`src/rtl/dmem_arbiter_if.sv`:
```
// dmem_arbiter_if: bundle of every request, response and memory-side signal
// around the data-memory arbiter.
//   core_*  : MEM-stage requester (req/we/addr/wdata in; gnt/stall/rdata/rvalid out)
//   dbg_*   : debug/loader requester (req/we/addr/wdata in; gnt/rdata/rvalid out)
//   mem_*   : data-memory port (address/write_data/write/read out; read_data in)
// Modport slave is taken by the arbiter; master is the view of the requesters
// and the memory seen together from the outside.
interface dmem_arbiter_if #(
    parameter int unsigned ADDRESS_LINE = 8
);
    logic                    core_req;
    logic                    core_we;
    logic [ADDRESS_LINE-1:0] core_addr;
    logic [7:0]              core_wdata;
    logic                    core_gnt;
    logic                    core_stall;
    logic [7:0]              core_rdata;
    logic                    core_rvalid;

    logic                    dbg_req;
    logic                    dbg_we;
    logic [ADDRESS_LINE-1:0] dbg_addr;
    logic [7:0]              dbg_wdata;
    logic                    dbg_gnt;
    logic [7:0]              dbg_rdata;
    logic                    dbg_rvalid;

    logic [ADDRESS_LINE-1:0] mem_address;
    logic [7:0]              mem_write_data;
    logic                    mem_write;
    logic                    mem_read;
    logic [7:0]              mem_read_data;

    modport slave (
        input  core_req, core_we, core_addr, core_wdata,
        output core_gnt, core_stall, core_rdata, core_rvalid,
        input  dbg_req, dbg_we, dbg_addr, dbg_wdata,
        output dbg_gnt, dbg_rdata, dbg_rvalid,
        output mem_address, mem_write_data, mem_write, mem_read,
        input  mem_read_data
    );

    modport master (
        output core_req, core_we, core_addr, core_wdata,
        input  core_gnt, core_stall, core_rdata, core_rvalid,
        output dbg_req, dbg_we, dbg_addr, dbg_wdata,
        input  dbg_gnt, dbg_rdata, dbg_rvalid,
        input  mem_address, mem_write_data, mem_write, mem_read,
        output mem_read_data
    );
endinterface

```
`src/rtl/dmem_arbiter.sv`:
```
// dmem_arbiter: shares the single data-memory port between the core MEM stage
// and the debug/loader port. Core has priority; after MAX_CORE_BURST
// consecutive core grants with debug waiting, debug is forced one slot.
// Ports:
//   clock  : rising-edge clock
//   reset  : synchronous, active-high
//   bus    : dmem_arbiter_if.slave (requests, grants, read data, memory port)
// Grants, stall and memory-side outputs are combinational; read data and
// rvalid are registered one cycle after the grant.
module dmem_arbiter #(
    parameter int unsigned ADDRESS_LINE   = 8,
    parameter int unsigned MAX_CORE_BURST = 4
) (
    input logic           clock,
    input logic           reset,
    dmem_arbiter_if.slave bus
);
    localparam int unsigned CntW = $clog2(MAX_CORE_BURST + 1);
    localparam logic [CntW-1:0] CntMax = CntW'(MAX_CORE_BURST);

    typedef enum logic [0:0] {StCorePri, StDbgForce} state_e;

    state_e                  state_q, state_d;
    logic [CntW-1:0]         starve_cnt_q, starve_cnt_d;
    logic [7:0]              core_rdata_q, core_rdata_d;
    logic                    core_rvalid_q, core_rvalid_d;
    logic [7:0]              dbg_rdata_q, dbg_rdata_d;
    logic                    dbg_rvalid_q, dbg_rvalid_d;

    logic                    core_gnt;
    logic                    dbg_gnt;
    logic [ADDRESS_LINE-1:0] sel_addr;
    logic [7:0]              sel_wdata;
    logic                    sel_write;
    logic                    sel_read;

    always_comb begin
        core_gnt      = 1'b0;
        dbg_gnt       = 1'b0;
        sel_addr      = '0;
        sel_wdata     = '0;
        sel_write     = 1'b0;
        sel_read      = 1'b0;
        state_d       = state_q;
        starve_cnt_d  = starve_cnt_q;
        core_rdata_d  = core_rdata_q;
        dbg_rdata_d   = dbg_rdata_q;
        core_rvalid_d = 1'b0;
        dbg_rvalid_d  = 1'b0;

        // No grant, hence no memory access, while reset is asserted.
        if (!reset) begin
            unique case (state_q)
                StCorePri: begin
                    core_gnt = bus.core_req;
                    dbg_gnt  = bus.dbg_req & ~bus.core_req;
                end
                StDbgForce: begin
                    dbg_gnt = bus.dbg_req;
                end
            endcase
        end

        if (core_gnt) begin
            sel_addr  = bus.core_addr;
            sel_wdata = bus.core_wdata;
            sel_write = bus.core_we;
            sel_read  = ~bus.core_we;
        end else if (dbg_gnt) begin
            sel_addr  = bus.dbg_addr;
            sel_wdata = bus.dbg_wdata;
            sel_write = bus.dbg_we;
            sel_read  = ~bus.dbg_we;
        end

        // Counts core grants taken while debug is kept waiting.
        if (dbg_gnt || !bus.dbg_req) begin
            starve_cnt_d = '0;
        end else if (core_gnt && starve_cnt_q != CntMax) begin
            starve_cnt_d = starve_cnt_q + 1'b1;
        end

        unique case (state_q)
            StCorePri: begin
                if (starve_cnt_d == CntMax && bus.dbg_req) begin
                    state_d = StDbgForce;
                end
            end
            StDbgForce: begin
                state_d = StCorePri;
            end
        endcase

        if (core_gnt && !bus.core_we) begin
            core_rdata_d  = bus.mem_read_data;
            core_rvalid_d = 1'b1;
        end
        if (dbg_gnt && !bus.dbg_we) begin
            dbg_rdata_d  = bus.mem_read_data;
            dbg_rvalid_d = 1'b1;
        end
    end

    always_ff @(posedge clock) begin
        if (reset) begin
            state_q       <= StCorePri;
            starve_cnt_q  <= '0;
            core_rdata_q  <= '0;
            core_rvalid_q <= 1'b0;
            dbg_rdata_q   <= '0;
            dbg_rvalid_q  <= 1'b0;
        end else begin
            state_q       <= state_d;
            starve_cnt_q  <= starve_cnt_d;
            core_rdata_q  <= core_rdata_d;
            core_rvalid_q <= core_rvalid_d;
            dbg_rdata_q   <= dbg_rdata_d;
            dbg_rvalid_q  <= dbg_rvalid_d;
        end
    end

    assign bus.core_gnt       = core_gnt;
    assign bus.core_stall     = bus.core_req & ~core_gnt & ~reset;
    assign bus.core_rdata     = core_rdata_q;
    assign bus.core_rvalid    = core_rvalid_q;
    assign bus.dbg_gnt        = dbg_gnt;
    assign bus.dbg_rdata      = dbg_rdata_q;
    assign bus.dbg_rvalid     = dbg_rvalid_q;
    assign bus.mem_address    = sel_addr;
    assign bus.mem_write_data = sel_wdata;
    assign bus.mem_write      = sel_write;
    assign bus.mem_read       = sel_read;
endmodule

```
`src/flat_wrapper.sv`:
```
// flat-port wrapper written by rule: the top's interface ports become plain ports
module dmem_arbiter_flat 
#(
    parameter int unsigned ADDRESS_LINE   = 8,
    parameter int unsigned MAX_CORE_BURST = 4
)
  (clock, reset, bus_core_req, bus_core_we, bus_core_addr, bus_core_wdata, bus_core_gnt, bus_core_stall, bus_core_rdata, bus_core_rvalid, bus_dbg_req, bus_dbg_we, bus_dbg_addr, bus_dbg_wdata, bus_dbg_gnt, bus_dbg_rdata, bus_dbg_rvalid, bus_mem_address, bus_mem_write_data, bus_mem_write, bus_mem_read, bus_mem_read_data);
  dmem_arbiter_if #(.ADDRESS_LINE(ADDRESS_LINE)) bus_i ();
  input logic clock;
  input logic reset;
  input wire logic [$bits(bus_i.core_req)-1:0] bus_core_req;
  input wire logic [$bits(bus_i.core_we)-1:0] bus_core_we;
  input wire logic [$bits(bus_i.core_addr)-1:0] bus_core_addr;
  input wire logic [$bits(bus_i.core_wdata)-1:0] bus_core_wdata;
  output wire logic [$bits(bus_i.core_gnt)-1:0] bus_core_gnt;
  output wire logic [$bits(bus_i.core_stall)-1:0] bus_core_stall;
  output wire logic [$bits(bus_i.core_rdata)-1:0] bus_core_rdata;
  output wire logic [$bits(bus_i.core_rvalid)-1:0] bus_core_rvalid;
  input wire logic [$bits(bus_i.dbg_req)-1:0] bus_dbg_req;
  input wire logic [$bits(bus_i.dbg_we)-1:0] bus_dbg_we;
  input wire logic [$bits(bus_i.dbg_addr)-1:0] bus_dbg_addr;
  input wire logic [$bits(bus_i.dbg_wdata)-1:0] bus_dbg_wdata;
  output wire logic [$bits(bus_i.dbg_gnt)-1:0] bus_dbg_gnt;
  output wire logic [$bits(bus_i.dbg_rdata)-1:0] bus_dbg_rdata;
  output wire logic [$bits(bus_i.dbg_rvalid)-1:0] bus_dbg_rvalid;
  output wire logic [$bits(bus_i.mem_address)-1:0] bus_mem_address;
  output wire logic [$bits(bus_i.mem_write_data)-1:0] bus_mem_write_data;
  output wire logic [$bits(bus_i.mem_write)-1:0] bus_mem_write;
  output wire logic [$bits(bus_i.mem_read)-1:0] bus_mem_read;
  input wire logic [$bits(bus_i.mem_read_data)-1:0] bus_mem_read_data;
  assign bus_i.core_req = bus_core_req;
  assign bus_i.core_we = bus_core_we;
  assign bus_i.core_addr = bus_core_addr;
  assign bus_i.core_wdata = bus_core_wdata;
  assign bus_core_gnt = bus_i.core_gnt;
  assign bus_core_stall = bus_i.core_stall;
  assign bus_core_rdata = bus_i.core_rdata;
  assign bus_core_rvalid = bus_i.core_rvalid;
  assign bus_i.dbg_req = bus_dbg_req;
  assign bus_i.dbg_we = bus_dbg_we;
  assign bus_i.dbg_addr = bus_dbg_addr;
  assign bus_i.dbg_wdata = bus_dbg_wdata;
  assign bus_dbg_gnt = bus_i.dbg_gnt;
  assign bus_dbg_rdata = bus_i.dbg_rdata;
  assign bus_dbg_rvalid = bus_i.dbg_rvalid;
  assign bus_mem_address = bus_i.mem_address;
  assign bus_mem_write_data = bus_i.mem_write_data;
  assign bus_mem_write = bus_i.mem_write;
  assign bus_mem_read = bus_i.mem_read;
  assign bus_i.mem_read_data = bus_mem_read_data;
  dmem_arbiter #(.ADDRESS_LINE(ADDRESS_LINE), .MAX_CORE_BURST(MAX_CORE_BURST)) u_core (.clock(clock), .reset(reset), .bus(bus_i));
endmodule
```
`config.mk`:
```
export PLATFORM = sky130hd
export DESIGN_NAME = dmem_arbiter_flat
export DESIGN_NICKNAME = d
export VERILOG_FILES = /design/src/rtl/dmem_arbiter_if.sv /design/src/rtl/dmem_arbiter.sv /design/src/flat_wrapper.sv
export SDC_FILE = /design/constraint.sdc
export NUM_CORES = 1
export LEC_CHECK = 0
export BUFFER_PORTS_ARGS = -buffer_cell sky130_fd_sc_hd__buf_4
export CAP_MARGIN = 20
export CORE_ASPECT_RATIO = 0.8
export CORE_MARGIN = 10
export CORE_UTILIZATION = 42
export DETAILED_ROUTE_END_ITERATION = 12
export MAX_ROUTING_LAYER = met4
export PLACE_DENSITY = 0.88
export REMOVE_ABC_BUFFERS = 1
export SLEW_MARGIN = 20
export SYNTH_ARGS = -nofsm -noshare
export SYNTH_HDL_FRONTEND = slang
export SYNTH_SLANG_ARGS = --single-unit
```
`constraint.sdc`:
```
create_clock -name clock -period 2.65 [get_ports clock]
set_input_delay 0.53 -clock clock [delete_from_list [all_inputs] [get_ports clock]]
set_output_delay 0.53 -clock clock [all_outputs]
set_load 0.03 [all_outputs]
```
# [After elaboration in Yosys (flattened, before gate mapping)]
# Cells that the tools add are included.
# W data, S select, Z words.
[totals] register_bits=22 latch_bits=0 mem_bits_rw=0 rom_bits=0 in_bits=46 word_cells=44 mem_count=0
[classes] addsub=1 n_mul=0 n_div=0 order_cmp=0 n_eq_ne=2 shift=0 muxes=18 bitwise=9 reduce_logical=8
[op_table] cell="$mux W8" count=4
[op_table] cell="$mux W1" count=10
[op_table] cell="$mux W3" count=2
[op_table] cell="$not A1 Y1" count=6
[op_table] cell="$logic_and A1 B1 Y1" count=4
[op_table] cell="$pmux W1 S2" count=2
[op_table] cell="$add A3 B1 Y3 const B" count=1
[op_table] cell="$and A1 B1 Y1" count=3
[op_table] cell="$eq A3 B3 Y1 const B" count=1
[op_table] cell="$logic_not A1 Y1" count=3
[op_table] cell="$ne A3 B3 Y1 const B" count=1
[op_table] cell="$logic_or A1 B1 Y1" count=1

# [Depth between registers and ports, before layout]
[depth] depth_word=10 mapped_depth=5 ltp_nobuf=5

# [Worst setup path after synthesis]
# No wires, ideal clock.
[synth_path] path_kind="in2out" start="input reset" end="output bus_mem_write" t_arrival_ps=1818 required_time_ps=2120 path_slack_ps=302 cell_stages=5 n_path_buf=2 cell_sequence="buf_2 > nor3b_2 > buf_4 > a31oi_1 > nor2_1"
[synth_via] elab_cells_between_ends=4
[synth_lines] element="start: declaration" line_no="flat_wrapper.sv:10" text="input logic reset;"
[synth_lines] element="$mux W1" line_no="dmem_arbiter.sv:52" text="if (!reset) begin"
[synth_lines] element="via bus_core_gnt" line_no="flat_wrapper.sv:15" text="output wire logic [$bits(bus_i.core_gnt)-1:0] bus_core_gnt;"
[synth_lines] element="$mux W1" line_no="dmem_arbiter.sv:64" text="if (core_gnt) begin"
[synth_lines] element="end: declaration" line_no="flat_wrapper.sv:28" text="output wire logic [$bits(bus_i.mem_write)-1:0] bus_mem_write;"
# The timed path passes the listed nets, and every way through them passes these cells.

# [Final worst setup path]
[layout_path] start="input reset" end="output bus_mem_write_data[1]"
[layout_via] elab_chain_cells=3 elab_cells_between_ends=4
[layout_rtl] element="$mux W1" line_no="dmem_arbiter.sv:52"
[layout_rtl] element="$mux W8" line_no="dmem_arbiter.sv:69" text="end else if (dbg_gnt) begin"
[layout_rtl] element="$mux W8 (*)" line_no="dmem_arbiter.sv:64"
[layout_rtl] element="end: declaration" line_no="flat_wrapper.sv:27" text="output wire logic [$bits(bus_i.mem_write_data)-1:0] bus_mem_write_data;"
# Every way passes the cells marked *; elsewhere a longest branch is shown, timed or not.

==> flow_metrics.py <==
metrics = {
    "pwr": {
        "leakage_nw": 0.8679,
        "seqPwrFrac_pct": 48.6,
        "combPwrFrac_pct": 31.9,
        "cell_internal_pwr_uw": 506.5,
        "vdd_drop_max_uv": 294.0,
        "power_frac_clock_pct": 19.5,
        "p_per_area_nw_per_um2": 400.7,
        "p_switching_uw": 214.0,
        "swShare_pct": 29.70,
    },
    "yosys": {
        "synth_xor_area_share_pct": 0.7973,
        "synth-seq-cells": 22,
        "synth_cells": 113,
        "synth_top_family_by_area": "simple AND/OR/NAND/NOR gates",
        "syn-mean-instance-area_um2": 9.722,
        "synth_simple_gate_area_share_pct": 24.83,
        "synth_compound_area_share_pct": 18.68,
        "synth_cell_type_count": 26,
        "yosysWarnings": 0,
        "synth_area_um2": 1099,
        "yosysSeqAreaShare_pct": 40.09,
        "synth_mux_area_share_pct": 10.02,
        "synth_fa_ha_area_share_pct": 2.278,
    },
    "global_route": {
        "antenna_found_initial": 0,
        "grt_pass1_wl_um": 5858,
        "grt_pass1_vias": 1133,
        "grt_overflow": 0,
        "grt_use_total_pct": 14.56,
        "grt_max_degree": 23,
    },
    "timing": {
        "fin_setup_tns_ns": 0,
        "fmax_mhz": 465.5,
        "setup_viol": 0,
        "post-route-period-util_pct": 81.06,
        "fin_worst_hold_slack_ns": 0.4307,
        "finalHoldViolCount": 0,
        "drv_slew": 0,
        "finalWorstSetupSlack_ns": 0.5020,
        "rsz0062_at_grt": "no",
        "slew_headroom_pct": 66.27,
        "skew_ns": 0.001182,
        "timing.final.crit_period_ns": 2.148,
        "worstMarginPinSlew_ns": 0.5038,
    },
    "placement": {
        "place_ws_ns": 0.5007,
        "portBuffers": 84,
        "place_area_um2": 1775,
        "gp_congestion": 0.7178,
        "dp_hpwl_um": 3288,
    },
    "final_layout": {
        "antenna_cells": 0,
        "fin_area_um2": 1798,
        "drive_above_1_share_pct": 53.27,
        "finalNetCount": 249,
        "fin_util_pct": 72.43,
        "syn_to_final_growth_pct": 63.67,
        "fillers": 205,
    },
    "setup_path": {
        "path_max_fanout": 22,
        "regToRegSetupSlack_ns": 0.88,
        "endpoint_kind": "output pin",
        "cp-startpoint": "reset",
        "cp.arrival_ns": 1.62,
        "cp.required_ns": 2.12,
        "r2r-end": "u_core.state_q",
        "cp-start-kind": "input pin",
        "r2r_start": "u_core.starve_cnt_q[0]",
        "reg2reg_depth": 5,
        "path_class": "in -> out",
    },
    "run_status": {
        "status": "complete, no violations",
    },
    "clock_network": {
        "clock-root-buffer": "clkbuf_4",
        "clkLatencyLatePin_ns": 0.29,
        "cts_buffers": 3,
        "cts_tree": "built",
        "cts_resized": 0,
        "clk_pin_slew_ns": 0.10,
        "cts.sinks": 22,
        "htreeDepth": 1,
        "postCtsHoldBufs": 0,
        "post_cts_buffers": 0,
        "cts_buffer_depth": 2,
    },
    "die": {
        "fp.dieW_um": 77.18,
        "start_util_pct": 44.25,
        "std_cell_rows": 16,
        "die-area_um2": 5074,
        "die_h_um": 65.75,
        "fp.coreArea_um2": 2482,
        "ioPinCount": 85,
    },
    "routing": {
        "drc_errors": 0,
        "wl_per_cell_um": 16.60,
        "via_count": 1139,
        "ant_nets": 0,
        "drt_wl_total_um": 3902,
        "firstDrtPassIters": 4,
        "drt_iter0_drc": 81,
        "vias_per_cell": 4.847,
    },
    "worst_hold_path": {
        "holdPathStages": 3,
        "hp-start": "bus_mem_read_data[0]",
        "hold_path_class": "in -> reg",
        "hold_path_end": "u_core.bus.core_rdata[0]",
    },
    "job": {
        "maxCapViolations": 0,
    },
}
## worst max-delay path: stages
cell and delay, ns:
buf_4 0.22, nand2b_1 0.26, nor2_2 0.04, buf_4 0.19
a22o_1 0.20, buf_4 0.17
## metal layers
metal	routed length (um)	vias up	track usage, %	part of all wire, %
li1	-	577	-	-
met1	1371	539	14.01	35
met2	2414	23	29.38	62
met3	116	0	3.261	3.0
met4	0	0	2.727	0
met5	0	-	-	0
## cells by family (layout without fill, tap and decap cells)
| family | Yosys count | in the layout |
|---|---|---|
| AO/OA/AOI/OAI | 28 | 28 |
| XOR/XNOR | 1 | 1 |
| adder cells (fa/ha/maj) | 2 | 2 |
| buffers and inverters | 7 | 93 |
| flip-flops | 22 | 22 |
| multiplexers | 10 | 10 |
| AND/OR/NAND/NOR | 43 | 43 |
## how the worst max path moves through the flow
stage | to | slack [ns] | cells after the start
after floorplan | bus_mem_write | 0.16 | 3
after global placement | bus_mem_write_data[1] | 0.55 | 6
after detailed placement | bus_mem_write_data[1] | 0.50 | 6
after CTS | bus_mem_read | 0.49 | 3
after global routing | bus_mem_read | 0.42 | 3
final | bus_mem_write_data[1] | 0.50 | 6
## cell usage in the layout, fill, tap and decap left out, drive strengths merged
| cell | instances |
|---|---|
| buf | 88 |
| dfxtp | 22 |
| a22o | 16 |
| nand2b | 10 |
| nand2 | 10 |
| nor2b | 10 |
| o21ai | 9 |
| mux2 | 8 |
| nor2 | 7 |
| clkbuf | 3 |
| inv | 2 |
| mux2i | 2 |
| ha | 2 |
| nor3b | 1 |
| nor3 | 1 |
| nor4b | 1 |
| or2 | 1 |
| a31oi | 1 |
| nand3b | 1 |
| and4bb | 1 |
| a21oi | 1 |
| a2111oi | 1 |
| xnor2 | 1 |
## sequential cells by signal, indices dropped and copies added, names as in the netlist
register / count
u_core.bus.dbg_rdata: 8
u_core.bus.dbg_rvalid: 1
u_core.state_q: 1
u_core.starve_cnt_q: 3
u_core.bus.core_rdata: 8
u_core.bus.core_rvalid: 1
## per-stage QoR
step | total power, mW | std cells
after floorplan | 0.4675 | 108
after global placement | 0.5832 | 232
after detailed placement | 0.5888 | 232
after CTS | 0.7301 | 235
after global routing | 0.7609 | 235
final | 0.7205 | 235
## synth_stat cells
| cell type | instances | share of area [%] |
|---|---|---|
| nor2_1 | 6 | 2.0 |
| nand2_1 | 10 | 3.4 |
| or2_2 | 1 | 0.57 |
| xnor2_1 | 1 | 0.80 |
| mux2i_1 | 2 | 1.8 |
| a21oi_1 | 1 | 0.46 |
| nor3_4 | 1 | 1.5 |
| nor2b_1 | 9 | 5.1 |
| a2111oi_0 | 1 | 0.80 |
| nor4b_4 | 1 | 2.2 |
| nor3b_2 | 1 | 1.1 |
| ha_1 | 2 | 2.3 |
| a31oi_1 | 1 | 0.57 |
| buf_4 | 2 | 1.4 |
| and4bb_2 | 1 | 1.1 |
| nand3b_1 | 1 | 0.68 |
| clkbuf_1 | 1 | 0.34 |
| a22o_1 | 16 | 13 |
| buf_2 | 2 | 0.91 |
| nor2b_2 | 1 | 0.80 |
| dfxtp_1 | 22 | 40 |
| nor2_2 | 1 | 0.57 |
| o21ai_0 | 9 | 4.1 |
| nand2b_1 | 10 | 5.7 |
| inv_1 | 2 | 0.68 |
| mux2_2 | 8 | 8.2 |
## cell type report
type / instances / area (um^2) / area share, %
timing repair buffer: 88 / 660.6 / 36.74
multi-input combinational: 84 / 621.8 / 34.59
sequential: 22 / 440.4 / 24.50
tap: 36 / 45.04 / 2.505
clock buffer: 3 / 22.52 / 1.253
inverter: 2 / 7.507 / 0.4175
## power groups by stage
stage	combinational [mW]	clock [mW]	sequential [mW]
6_report	0.230	0.140	0.350
5_1_grt	0.243	0.166	0.352
4_1_cts	0.232	0.149	0.350
3_5_place_dp	0.231	0	0.358
3_3_place_gp	0.227	0	0.357
2_1_floorplan	0.0871	0	0.380
Power figures use the tool's default switching activity.
